[src/rtl/layer_mac.sv]
// Sequential multiply-accumulate for one fully-connected layer: buffers a feature
// vector, then streams bias + sum(weight*input) per neuron over valid/ready.
module layer_mac #(
  parameter int N_IN     = 15,
  parameter int N_NEURON = 10,
  parameter int AW       = 8,
  parameter int BW       = 4
) (
  input  logic          clk,
  input  logic          rst_n,
  input  logic          start,
  input  logic          in_valid,
  output logic          in_ready,
  input  logic [31:0]   x_in,
  output logic [AW-1:0] w_addr,
  input  logic [31:0]   w_data,
  output logic [BW-1:0] b_addr,
  input  logic [31:0]   b_data,
  output logic          out_valid,
  input  logic          out_ready,
  output logic [63:0]   out_data,
  output logic [3:0]    out_idx,
  output logic          busy,
  output logic          done
);

  localparam int DATA_W = 32;
  localparam int COEF_W = 32;
  localparam int ACC_W  = 64;
  localparam int SUM_W  = ACC_W + 2;

  typedef enum logic [2:0] {
    S_IDLE, S_LOAD, S_MAC, S_DRAIN, S_OUT, S_DONE
  } state_t;

  state_t state, state_nx;

  logic [AW-1:0]             cnt;
  logic [AW-1:0]             k;
  logic [BW-1:0]             neuron;
  logic signed [ACC_W-1:0]   acc;
  logic signed [ACC_W-1:0]   acc_nx;
  logic signed [DATA_W-1:0]  xbuf [N_IN];

  logic signed [COEF_W-1:0]  w_s;
  logic signed [COEF_W-1:0]  b_s;
  logic signed [ACC_W-1:0]   prod;
  logic signed [COEF_W+15:0] bias_sh;
  logic signed [SUM_W-1:0]   sum;
  logic                      add_prod;
  logic                      add_bias;
  logic                      last_k;
  logic                      last_cnt;
  logic                      last_neuron;

  // Clamp a widened sum back into the 64-bit signed accumulator range.
  function automatic logic signed [ACC_W-1:0] sat_acc(input logic signed [SUM_W-1:0] s);
    if (s[SUM_W-1:ACC_W-1] == '0 || s[SUM_W-1:ACC_W-1] == '1)
      return s[ACC_W-1:0];
    else if (s[SUM_W-1])
      return {1'b1, {(ACC_W-1){1'b0}}};
    else
      return {1'b0, {(ACC_W-1){1'b1}}};
  endfunction

  assign last_k      = (k == AW'(N_IN - 1));
  assign last_cnt    = (cnt == AW'(N_IN - 1));
  assign last_neuron = (neuron == BW'(N_NEURON - 1));

  // ROM data arrives one cycle after its address, so MAC cycle k consumes term k-1.
  assign add_prod = (state == S_MAC && k != '0) || state == S_DRAIN;
  assign add_bias = (state == S_MAC && k == AW'(1)) || (state == S_DRAIN && N_IN == 1);

  assign w_s     = w_data;
  assign b_s     = b_data;
  assign prod    = ACC_W'(w_s) * ACC_W'(xbuf[0]);
  assign bias_sh = {b_s, 16'h0000};
  assign sum     = SUM_W'(acc)
                 + (add_prod ? SUM_W'(prod) : '0)
                 + (add_bias ? SUM_W'(bias_sh) : '0);
  assign acc_nx  = sat_acc(sum);

  always_comb begin
    state_nx = state;
    case (state)
      S_IDLE:  if (start) state_nx = S_LOAD;
      S_LOAD:  if (in_valid && last_cnt) state_nx = S_MAC;
      S_MAC:   if (last_k) state_nx = S_DRAIN;
      S_DRAIN: state_nx = S_OUT;
      S_OUT:   if (out_ready) state_nx = last_neuron ? S_DONE : S_MAC;
      S_DONE:  state_nx = S_IDLE;
      default: state_nx = S_IDLE;
    endcase
  end

  always_ff @(posedge clk) begin
    if (!rst_n) begin
      state  <= S_IDLE;
      cnt    <= '0;
      k      <= '0;
      neuron <= '0;
      acc    <= '0;
    end else begin
      state <= state_nx;
      case (state)
        S_IDLE: if (start) cnt <= '0;
        S_LOAD: if (in_valid) begin
          cnt <= last_cnt ? '0 : cnt + 1'b1;
          if (last_cnt) begin
            k      <= '0;
            neuron <= '0;
          end
        end
        S_MAC: begin
          acc <= (k == '0) ? '0 : acc_nx;
          k   <= k + 1'b1;
        end
        S_DRAIN: acc <= acc_nx;
        S_OUT: if (out_ready) begin
          k <= '0;
          if (!last_neuron) neuron <= neuron + 1'b1;
        end
        S_DONE: neuron <= '0;
        default: ;
      endcase
    end
  end

  // Samples shift in at the top; each consumed term rotates the ring so that
  // after N_IN products the buffer is back in load order for the next neuron.
  always_ff @(posedge clk) begin
    if (state == S_LOAD && in_valid) begin
      for (int i = 0; i < N_IN - 1; i++) xbuf[i] <= xbuf[i+1];
      xbuf[N_IN-1] <= x_in;
    end else if (add_prod) begin
      for (int i = 0; i < N_IN - 1; i++) xbuf[i] <= xbuf[i+1];
      xbuf[N_IN-1] <= xbuf[0];
    end
  end

  assign in_ready  = (state == S_LOAD);
  assign busy      = (state != S_IDLE);
  assign out_valid = (state == S_OUT);
  assign done      = (state == S_DONE);
  assign out_data  = acc;
  assign out_idx   = 4'(neuron);
  assign w_addr    = (state == S_MAC) ? AW'(neuron) * AW'(N_IN) + k : '0;
  assign b_addr    = (state == S_MAC) ? neuron : '0;

endmodule

[config.mk]
export PLATFORM = sky130hd
export DESIGN_NAME = layer_mac
export DESIGN_NICKNAME = d
export VERILOG_FILES = /design/src/rtl/layer_mac.sv
export SDC_FILE = /design/constraint.sdc
export NUM_CORES = 2
export LEC_CHECK = 0
export CAP_MARGIN = 20
export CORE_MARGIN = 2
export CORE_UTILIZATION = 50
export DETAILED_ROUTE_END_ITERATION = 6
export PLACE_DENSITY = 0.7
export SYNTH_ARGS = -nofsm -noshare
export SYNTH_HDL_FRONTEND = slang
export SYNTH_SLANG_ARGS = --single-unit
[constraint.sdc]
create_clock -name clk -period 17 [get_ports clk]
set_input_delay 3.4 -clock clk [delete_from_list [all_inputs] [get_ports clk]]
set_output_delay 3.4 -clock clk [all_outputs]
set_load 0.02 [all_outputs]
# == Word level (Yosys, flattened, before mapping) ==
# Memory sizes are Yosys's and may differ from the RTL's.
# Index checks and enable logic that the tools add are counted.
# op_classes
n_mux,47
multipliers,2
n_eq_ne,17
bitwise_logic,15
n_reduce_logical,19
addsub,6
# ops
op,count
2-to-1 mux 32 bit,15
2-to-1 mux 64 bit,3
adder 66 bit,2
2-to-1 mux 66 bit,2
case mux 64 bit (2 select lines),1
multiplier 32 x 32 -> 64 bit,1
2-to-1 mux 8 bit,7
case mux 8 bit (3 select lines),1
2-to-1 mux 4 bit,5
adder 8 x 1 -> 8 bit (second input constant),2
== test 8 x 4 -> 1 bit (second input constant),2
case mux 8 bit (2 select lines),1
2-to-1 mux 3 bit,5
bitwise OR 1 bit,15
case mux 3 bit (5 select lines),1
case mux 4 bit (3 select lines),1
== test 3 bit (second input constant),3
nonzero test 3 bit,3
adder 8 bit,1
== test 8 x 1 -> 1 bit (second input constant),1
logical NOT 8 bit,1
multiplier 4 x 4 -> 8 bit (second input constant),1
inequality test 2 bit (second input constant),4
AND reduction 4 bit,2
13 further kinds,26
# word_totals
regBits,87
ramBits,480
wordCells,112
out_inout_bits,84
n_memories,1
# memory_table
name,words,width,rd,rd_clocked_by_memory_dff,write_ports,line,rtl
xbuf,15,32,15,0,15,43,logic signed [DATA_W-1:0] xbuf [N_IN];

# == Longest topological paths before layout ==
# logic_depth
ltp_word,11
depth_mapped,42
depth_no_buf,38

# == Worst setup path before layout ==
# Ideal clock, no wire load.
# synth_timing
path_type,input-to-reg
start,in w_data[31]
end,"reg acc[57], in the netlist out_data[57]"
setup_slack_ns,3.213
n_path_buf,3
cell_stages,38
arrival_time_ns,13.711
setup_time_ns,0.076
t_required_ns,16.924
path_cell_list,clkbuf_1 > nand2_1 > inv_1 > fa_1 > fa_1 > fa_1 > fa_1 > inv_1 > fa_1 > inv_1 > fa_1 > fa_1 > fa_1 > ha_1 > a21o_1 > a21o_1 > a21o_1 > a21o_1 > [2 not listed] > a31o_2 > a21oi_1 > xor2_1 > nor2_1 > fa_1 > ha_1 > clkbuf_1 > a21o_1 > a21o_1 > a21oi_1 > a21oi_1 > or2_2 > a221oi_2 > nand4_2 > o31ai_4 > buf_6 > nand2_2 > a31oi_2
# synth_between
elab_chain_cells,9
# synth_rtl
element,line,rtl
start: declaration,16,"input logic [31:0] w_data,"
multiplier 32 x 32 -> 64 bit (*),76,assign prod = ACC_W'(w_s) * ACC_W'(xbuf[0]);
2-to-1 mux 66 bit (*),79,+ (add_prod ? SUM_W'(prod) : '0)
adder 66 bit (*),79,
adder 66 bit (*),80,+ (add_bias ? SUM_W'(bias_sh) : '0);
== test 3 bit / logical NOT 3 bit (equally long branches),58,if (s[SUM_W-1:ACC_W-1] == '0 || s[SUM_W-1:ACC_W-1] == '1)
logical OR 1 bit,58,
2-to-1 mux 64 bit (*),58,
2-to-1 mux 64 bit,115,acc <= (k == '0) ? '0 : acc_nx;
case mux 64 bit (2 select lines) (*),105,case (state)
end signal: assignment,115,
end signal: assignment,118,S_DRAIN: acc <= acc_nx;
end: declaration,41,logic signed [ACC_W-1:0] acc;
# Every way passes the cells marked *; elsewhere a longest branch is shown, timed or not.
# A chain may end at the register's enable or synchronous reset.

# == Worst setup path in the final report ==
# layout_timing
start,in w_data[9]
end,"reg acc[54], in the netlist out_data[54]"
# The elaborated chain is that of the path after synthesis.

==> summary.md <==
| Metric | Value |
|---|---|
| Status | `finished, final reports clean` |
| Avg Vias per Cell | `5.41` |
| All-layer global routing usage | `24.2%` |
| Clk_lat worst skew | `720 ps` |
| Max cap viols | `0` |
| Count leader, synth | `fa_1` |
| Hold path start | `xbuf[1][8]$_DFFE_PP_` |
| PortBufs | `184` |
| Rows | `127` |
| Hold path endpoint | `xbuf[0][232]$_DFFE_PP_` |
| Register Area | `16200 um2` |
| Cell count of the worst hold path | `0` |
| Top layer in use | `met4` |
| Multi-input gate area | `39800 um2` |
| Count of final hold-check violations | `0` |
| Fin. max-slew vios | `0` |
| RSZ-0062 raised after global routing | `no` |
| Seq cells post-synth | `567` |
| Via count | `39800` |
| Initial antenna violation count | `4` |
| First-pass DRT Iterations | `5` |
| Number of flops mapped to enable cells by yosys | `480` |
| CTS root buf | `clkbuf_16` |
| Grt ovf | `0` |
| Number of H-tree levels | `2` |
| Post-CTS sizing | `0` |
| Avg Inst Size Synth | `10.8 um2` |
| CP Launch Type | `input pin` |
| WL/cell | `20.2 um` |
| Routed wire length | `148 mm` |
| Placer congestion estimate | `0.924` |
| Post-CTS Repair Setup Buffers | `0` |
| Routed wl met3 | `7.41 mm` |
| Tcrit/Tclk final | `89.3%` |
| Reg-to-reg endpoint | `out_data[57]$_SDFFE_PN0P_` |
| Largest net degree at the start of global routing | `184` |
| First-pass GRT wire length | `236 mm` |
| Die Area | `125000 um2` |
| Worst slew margin | `29.4%` |
| Ports | `185` |
| Hold Crit Class | `register to register` |
| Total CTS buffers | `60` |
| Crit path DAT | `15790 ps` |
| Layout cell share with drive strength beyond 1 | `4.72%` |
| Longest Clk Path Bufs | `3` |
| Core Region | `120000 um2` |
| Reg clk slew, reported paths | `90 ps` |
| Setup CP Type | `input pin to register` |
| WL met2 | `74.5 mm` |
| Post-Route M1 WL | `60.0 mm` |
| CTS tree | `yes` |
| Vias in the first global route | `42900` |
| Setup TNS | `0 ps` |
| Worst setup path startpoint | `w_data[9]` |
| Final net count | `7221` |
| Syn nets | `7177` |
| Post-Syn Instances | `5649` |
| Synth top cells by count | `fa_1, inv_1, nand2_1` |
| Worst-margin pin slew | `1060 ps` |
| Synth Cell Area | `60800 um2` |
| Register-to-register setup slack | `4120 ps` |
| F_max | `0.0659 GHz` |
| Area Growth Syn to Fin | `8.82%` |
| Initial Util | `50.6%` |
| Post-synth top area cell | `fa_1` |
| Crit path max fanout | `43` |
| Asr flop ratio synth | `0%` |
| Most frequent CP cell | `fa_1` |
| Sequential element share of the synthesized area | `26.6%` |
| Final Skew | `50.0 ps` |
| Fin crit period | `15180 ps` |
| Library cells used by synthesis | `89` |
| Worst Setup End Kind | `register` |
| DR iter-0 viols | `2534` |
| Main synth FF type | `edfxtp_1` |
| Die X | `353 um` |
| Antenna-violating nets left | `0` |
| DP HPWL | `114 mm` |
| R2r startpoint | `xbuf[0][6]$_DFFE_PP_` |
| Die Height | `353 um` |
| Crit-path max cell delay | `930 ps` |
| Fill count | `10400` |
| YS warnings | `0` |
| R2R cell count | `35` |
| Setup violations, final | `0` |
| Largest cells by area after synthesis | `fa_1, edfxtp_1, inv_1` |
| Worst EP required | `17600 ps` |
| Synth top area share | `37.5%` |
| DRC errors left | `0` |
| Clock sinks | `567` |
| Slowest CP cell | `clkdlybuf4s50_1` |
| Hold buffers post-CTS | `0` |
-- layer usage --
metal,vias up,track usage [%]
li1,17700,-
met1,20600,31.3
met2,1187,41.8
met3,350,3.00
met4,0,9.50
met5,-,0
-- how the worst max path moves through the flow --
stage	cells past startpoint	to	slack [ps]
4_1_cts	39	out_data[54]$_SDFFE_PN0P_	1980
2_1_floorplan	38	out_data[57]$_SDFFE_PN0P_	3210
3_5_place_dp	39	out_data[59]$_SDFFE_PN0P_	1270
5_1_grt	36	out_data[32]$_SDFFE_PN0P_	1120
6_report	39	out_data[54]$_SDFFE_PN0P_	1820
3_3_place_gp	39	out_data[54]$_SDFFE_PN0P_	1360
-- cells by family (layout without fill, tap and decap cells) --
group                      after synthesis  in the layout  synth area share, %
and+or+nand+nor                       1658           1658                 13.3
adders and majority gates             1427           1427                 43.4
DFF                                    567            567                 26.6
muxes                                   37             37                0.672
buffers and inverters                 1281           1373                 8.03
AOI/OAI and AO/OA                      551            551                 6.19
xor gates and xnor gates               128            128                 1.84
other                                    0              3                    0
-- metrics by stage --
stage / utilization, % / area (um2) / worst slack [ps] / std cells / hold WS, ps
floorplan: - / 60800 / 3210 / 5649 / 400
global placement: 53.3 / 64200 / 1360 / 7242 / 400
detailed placement: 53.3 / 64200 / 1270 / 7242 / 405
CTS: 55.0 / 66200 / 1980 / 7352 / 382
global route: 55.0 / 66200 / 1120 / 7353 / 404
finish: 55.0 / 66200 / 1820 / 7356 / 379
-- sequential cells by signal, indices dropped and copies added (netlist names) --
signal and flops:
xbuf 480, out_idx 4, k 8, out_data 64
state 3, cnt 8
-- area by class of cell --
type,count,area share [%]
Multi-Input combinational cell,3801,60.1
Clock inverter,39,0.724
Inverter,1000,5.67
Tap cell,1612,3.05
Sequential cell,567,24.4
Timing Repair Buffer,263,3.69
Clock buffer,71,2.33
Antenna cell,3,0.0113
-- placed cells by master (no fill, tap or decap), types with 27 or more instances in the layout --
cell type,netlist,routed
fa_1,1141,1141
inv_1,998,998
nand2_1,734,734
and2_1,534,533
edfxtp_1,480,480
ha_1,286,286
clkdlybuf4s50_1,0,174
nor2_1,161,161
a21oi_1,146,146
a21o_1,89,88
dfxtp_1,87,87
o21ai_0,79,79
xnor2_1,78,78
buf_4,3,75
a31oi_1,72,71
clkbuf_16,0,60
xor2_1,50,50
nand3_1,50,50
nor3_1,32,32
mux2_2,31,31
nand4_1,29,29
nand2b_1,28,27
-- critical path: cells and delay by family --
family                     cells  cell delay [ps]
adders and majority gates     11             5290
AOI/OAI and AO/OA             13             2940
buffers and inverters          7             2130
and+or+nand+nor                8             1980
Power is left out: the tool's default activity adds up to more than one toggle a clock period on the data nets, which glitch-free logic cannot reach.
